<file path="config.mk">
export PLATFORM = sky130hd
export DESIGN_NAME = gp_timer
export DESIGN_NICKNAME = d
export VERILOG_FILES = /design/src/rtl/gp_timer.sv
export SDC_FILE = /design/constraint.sdc
export NUM_CORES = 1
export LEC_CHECK = 0
export ABC_CLOCK_PERIOD_IN_PS = 2100
export CAP_MARGIN = 20
export CORE_MARGIN = 8
export CORE_UTILIZATION = 30
export CTS_BUF_LIST = sky130_fd_sc_hd__clkbuf_16
export CTS_CLUSTER_SIZE = 8
export DETAILED_ROUTE_END_ITERATION = 10
export SLEW_MARGIN = 20
export SYNTH_ARGS = -nofsm -noshare
export SYNTH_HDL_FRONTEND = slang
export SYNTH_SLANG_ARGS = --single-unit
export TNS_END_PERCENT = 30
</file>
<file path="constraint.sdc">
create_clock -name i_clk -period 2.1 [get_ports i_clk]
set_input_delay 0.42 -clock i_clk [delete_from_list [all_inputs] [get_ports i_clk]]
set_output_delay 0.42 -clock i_clk [all_outputs]
set_load 0.05 [all_outputs]
</file>
<file path="src/rtl/gp_timer.sv">
// gp_timer: general-purpose timer with a programmable prescaler, one-shot and periodic
// modes, a sticky overflow flag and a register-mapped host interface.
// Optional feature: define GP_TIMER_PWM_EN to implement the CMP register and PWM output.
// Register map: 0 CTRL, 1 PERIOD, 2 PSC, 3 CMP, 4 CNT, 5-7 read as zero.
module gp_timer #(
    parameter int unsigned WIDTH     = 16,
    parameter int unsigned PSC_WIDTH = 8
) (
    input  logic             i_clk,
    input  logic             i_srst,
    input  logic             i_we,
    input  logic [2:0]       i_addr,
    input  logic [WIDTH-1:0] i_data,
    output logic [WIDTH-1:0] o_data,
    output logic             o_trig,
    output logic             o_irq,
    output logic             o_pwm
);

    localparam logic [2:0] AddrCtrl   = 3'd0;
    localparam logic [2:0] AddrPeriod = 3'd1;
    localparam logic [2:0] AddrPsc    = 3'd2;
    localparam logic [2:0] AddrCmp    = 3'd3;
    localparam logic [2:0] AddrCnt    = 3'd4;

    logic                 en_q, en_d;
    logic                 oneshot_q, oneshot_d;
    logic                 irq_en_q, irq_en_d;
    logic                 flag_q, flag_d;
    logic [WIDTH-1:0]     period_q, period_d;
    logic [PSC_WIDTH-1:0] psc_q, psc_d;
    logic [WIDTH-1:0]     cnt_q, cnt_d;
    logic [PSC_WIDTH-1:0] pcnt_q, pcnt_d;
    logic                 trig_q, trig_d;

    logic tick;
    logic ovf;

    assign tick = en_q && (pcnt_q == psc_q);
    assign ovf  = tick && (cnt_q == period_q);

`ifdef GP_TIMER_PWM_EN
    logic [WIDTH-1:0] cmp_q, cmp_d;
    logic             pwm_q, pwm_d;

    // CMP register and PWM level, both from current-cycle state
    always_comb begin
        cmp_d = cmp_q;
        if (i_we && (i_addr == AddrCmp)) begin
            cmp_d = i_data;
        end
        pwm_d = en_q && (cnt_q < cmp_q);
    end

    // PWM state registers
    always_ff @(posedge i_clk) begin
        if (i_srst) begin
            cmp_q <= '0;
            pwm_q <= 1'b0;
        end else begin
            cmp_q <= cmp_d;
            pwm_q <= pwm_d;
        end
    end

    assign o_pwm = pwm_q;
`else
    logic [WIDTH-1:0] cmp_q;
    assign cmp_q = '0;
    assign o_pwm = 1'b0;
`endif

    // Next-state: counting first, then host writes override CNT/pcnt/EN; overflow beats FLAG clear
    always_comb begin
        en_d      = en_q;
        oneshot_d = oneshot_q;
        irq_en_d  = irq_en_q;
        flag_d    = flag_q;
        period_d  = period_q;
        psc_d     = psc_q;
        cnt_d     = cnt_q;
        pcnt_d    = pcnt_q;
        trig_d    = 1'b0;

        if (en_q) begin
            pcnt_d = tick ? '0 : pcnt_q + 1'b1;
        end
        if (tick) begin
            cnt_d = ovf ? '0 : cnt_q + 1'b1;
        end

        if (i_we) begin
            case (i_addr)
                AddrCtrl: begin
                    en_d      = i_data[0];
                    oneshot_d = i_data[1];
                    irq_en_d  = i_data[2];
                    if (i_data[3]) begin
                        flag_d = 1'b0;
                    end
                end
                AddrPeriod: begin
                    period_d = i_data;
                    cnt_d    = '0;
                    pcnt_d   = '0;
                end
                AddrPsc: begin
                    psc_d  = i_data[PSC_WIDTH-1:0];
                    cnt_d  = '0;
                    pcnt_d = '0;
                end
                AddrCnt: begin
                    cnt_d  = i_data;
                    pcnt_d = '0;
                end
                default: ;
            endcase
        end

        if (ovf) begin
            flag_d = 1'b1;
            trig_d = 1'b1;
            // A one-shot stop yields to an EN value written on the same edge
            if (oneshot_q && !(i_we && (i_addr == AddrCtrl))) begin
                en_d = 1'b0;
            end
        end
    end

    // State registers
    always_ff @(posedge i_clk) begin
        if (i_srst) begin
            en_q      <= 1'b0;
            oneshot_q <= 1'b0;
            irq_en_q  <= 1'b0;
            flag_q    <= 1'b0;
            period_q  <= '0;
            psc_q     <= '0;
            cnt_q     <= '0;
            pcnt_q    <= '0;
            trig_q    <= 1'b0;
        end else begin
            en_q      <= en_d;
            oneshot_q <= oneshot_d;
            irq_en_q  <= irq_en_d;
            flag_q    <= flag_d;
            period_q  <= period_d;
            psc_q     <= psc_d;
            cnt_q     <= cnt_d;
            pcnt_q    <= pcnt_d;
            trig_q    <= trig_d;
        end
    end

    // Combinational read mux
    always_comb begin
        o_data = '0;
        case (i_addr)
            AddrCtrl: begin
                o_data[0] = en_q;
                o_data[1] = oneshot_q;
                o_data[2] = irq_en_q;
                o_data[4] = flag_q;
            end
            AddrPeriod: o_data = period_q;
            AddrPsc:    o_data[PSC_WIDTH-1:0] = psc_q;
            AddrCmp:    o_data = cmp_q;
            AddrCnt:    o_data = cnt_q;
            default:    o_data = '0;
        endcase
    end

    assign o_trig = trig_q;
    assign o_irq  = flag_q & irq_en_q;

endmodule
</file>
==> results.json, run 1 <==
{
  "gp_congestion": 0.830,
  "clock_tree.root_cell": "clkbuf_16",
  "hpwl_um": 6640,
  "route.detailed.drc": 0,
  "ys_ff_latch": 53,
  "powerDensity_nw_per_um2": 527,
  "die_w_um": 116,
  "finalHoldViolCount": 0,
  "skew_ps": 4.29,
  "finalCriticalPeriod_ps": 2030,
  "synth_warnings": 0,
  "synth_common_cells": "nand2_1, dfxtp_1, nor2_1",
  "cts_tree": "yes",
  "die-area_um2": 13400,
  "slew_viol_final": 0,
  "drt-wirelength-per-cell_um": 15.3,
  "finalNetCount": 467,
  "grt_max_degree": 26,
  "htreeDepth": 2,
  "antenna_found_initial": 0,
  "post-route-period-util": 0.965,
  "ys_types": 44,
  "cts_buffer_depth": 2,
  "outcome": "completed",
  "yosys.area.top_type": "dfxtp_1",
  "ys_seq_area_frac": 0.356,
  "reg2reg_depth": 5,
  "placed_area_um2": 3930,
  "grt_setup_unrepaired": "yes",
  "min_to": "period_q[13]",
  "n_fill_cell": 978,
  "r2r-end": "cnt_q[15]",
  "endpoint_kind": "primary output",
  "slew_headroom": 0.666,
  "tightest_slew_ps": 500,
  "fin_cells": 577,
  "dp_cells": 567,
  "setup_viol": 0,
  "rows": 36,
  "crit_required_ps": 1680,
  "syn2layout_area_growth_pct": 38.1,
  "io_buffers": 39,
  "cp.arrival_ps": 1610,
  "reg2reg_slack_ps": 120,
  "cts-hold-fix-buffers": 0,
  "via_per_inst": 5.07,
  "core_area_um2": 9730,
  "ys_top_cells_by_area": "dfxtp_1, nand2_1, xnor2_1, xor2_1, mux2i_1",
  "synth_most_common_cell": "nand2_1",
  "synth_top_area_frac": 0.356,
  "hp-class": "reg -> reg",
  "initial_utilization": 0.306,
  "insertion_delay_ps": 280,
  "fp.dieH_um": 116,
  "drtPass1Iterations": 4,
  "clock_sinks": 53,
  "maxCapViolCount": 0,
  "hold_start": "period_q[13]",
  "drive_gt1_frac": 0.194,
  "final.setup.worst_slack_ps": 73.5,
  "wl_um": 8850,
  "synthCells": 380,
  "via_count": 2923,
  "criticalPathCategory": "in -> out",
  "ant_nets": 0,
  "fmax_mhz": 493,
  "dp_slack_ps": -225,
  "design_area_um2": 4120,
  "synth_edf_count": 0,
  "dr.first_iter.drc_count": 224,
  "utilization": 0.423,
  "clk_pin_slew_worst_paths_ps": 70,
  "grt_usage": 0.134,
  "netlist_area_um2": 2980,
  "rr_startpoint": "period_q[13]",
  "start_kind": "input pin",
  "cts_buffers": 5,
  "holdPathStages": 2,
  "diodes": 0,
  "async_flop_share": 0,
  "grt_pass1_wl_um": 14500,
  "power_w": 0.00217,
  "grt-ovfl-total": 0,
  "ioPinCount": 41,
  "ys.flop_type": "dfxtp_1",
  "leakage_nw": 1.50,
  "synth_nets": 404,
  "grt_pass1_vias": 2870,
  "synth_area_per_cell_um2": 7.84,
  "peakVddDrop_v": 0.000285,
  "crit_fanout": 7
}
through the flow:
step	hold slack, ps	setup TNS, ps
after floorplan	444	-1120
after global placement	468	-5720
after detailed placement	479	-6540
after CTS	488	0
after global routing	516	-1.78
final	487	0
what timing repair did:
item,CTS,global route
setup buffers,1,0
gates cloned,1,0
gates resized for setup,12,3
pin swaps,3,0
endpoints found under the hold margin,0,0
setup endpoints to repair,16,3
cell usage in the layout, fill, tap and decap left out, types with 3 or more instances in the layout:
master and n:
a21oi_1 23, clkdlybuf4s50_1 19, buf_6 4, nor2_1 31, and3_1 3, nand3_1 9
a22oi_1 13, nor4_1 15, nor3_1 4, buf_12 18, xor2_1 19, o41ai_1 3
o21ai_0 15, dfxtp_1 53, o21ai_2 6, buf_4 39, and4_1 3, clkbuf_16 5
mux2i_1 14, nand3b_1 3, nand2b_1 4, nand2_1 66, o21ai_1 4, xnor2_1 23
nand4_1 10
flip-flops by register name, indices dropped and copies added, names as in the netlist:
register	count
o_trig	1
psc_q	8
oneshot_q	1
pcnt_q	8
en_q	1
flag_q	1
irq_en_q	1
period_q	16
cnt_q	16
critical path, cell delays in order:
cell             delay, ps
clkdlybuf4s15_1        260
buf_4                  220
nor2b_1                110
buf_4                  130
a22oi_1                 70
o21ai_2                220
buf_12                 170
worst max-delay path by stage:
stage / startpoint / end / slack, ps / cells after the start
floorplan: i_addr[0] / o_data[0] / -190 / 5
global placement: i_addr[0] / o_data[0] / -240 / 7
detailed placement: i_addr[0] / o_data[0] / -230 / 7
CTS: i_addr[0] / o_data[15] / 60 / 7
global route: i_addr[0] / o_data[1] / -2 / 8
finish: i_addr[0] / o_data[3] / 70 / 7
power breakdown:
group | internal, W | total, W | leakage (nW) | switching (W)
combinational | 0.000153 | 0.000342 | 1.01 | 0.000188
clock | 0.000432 | 0.000784 | 0.0687 | 0.000352
sequential | 0.00102 | 0.00104 | 0.428 | 0.0000201
area by class of cell:
type | instances | area, µm² | area share
repair buffers | 84 | 921 | 0.224
inverters | 2 | 7.51 | 0.00182
clock inverters | 3 | 12.5 | 0.00304
well taps | 133 | 166 | 0.0404
multi-input cells | 297 | 1820 | 0.443
clock buffers | 5 | 125 | 0.0304
flip-flops and latches | 53 | 1060 | 0.258
cell families (layout without fill, tap and decap cells):
group,Yosys count,count (layout),share of synthesized area
compound gates,71,71,0.142
xor+xnor,43,43,0.129
fa+ha+maj,2,2,0.00839
buf+inv,30,94,0.0453
flops,53,53,0.356
mux,14,14,0.0470
other cells,1,1,0.00126
simple gates,166,166,0.271
per-layer routing:
| metal | share of wire | track usage | vias up | routed length, µm |
|---|---|---|---|---|
| met5 | 0 | 0 | - | 0 |
| met4 | 0.0062 | 0.0294 | 0 | 55 |
| li1 | - | - | 1450 | - |
| met2 | 0.48 | 0.231 | 80 | 4280 |
| met3 | 0.055 | 0.0271 | 6 | 491 |
| met1 | 0.45 | 0.169 | 1387 | 4030 |
(Power assumes the default switching activity.)
==> run 2, diff against run 1 <==
--- a/config.mk
+++ b/config.mk
@@ -12,7 +12,6 @@
 export CTS_BUF_LIST = sky130_fd_sc_hd__clkbuf_16
 export CTS_CLUSTER_SIZE = 8
 export DETAILED_ROUTE_END_ITERATION = 10
-export SLEW_MARGIN = 20
 export SYNTH_ARGS = -nofsm -noshare
 export SYNTH_HDL_FRONTEND = slang
 export SYNTH_SLANG_ARGS = --single-unit
==> results of run 2 <==
No change in the layout: final DEF, timing and power equal those of run 1.
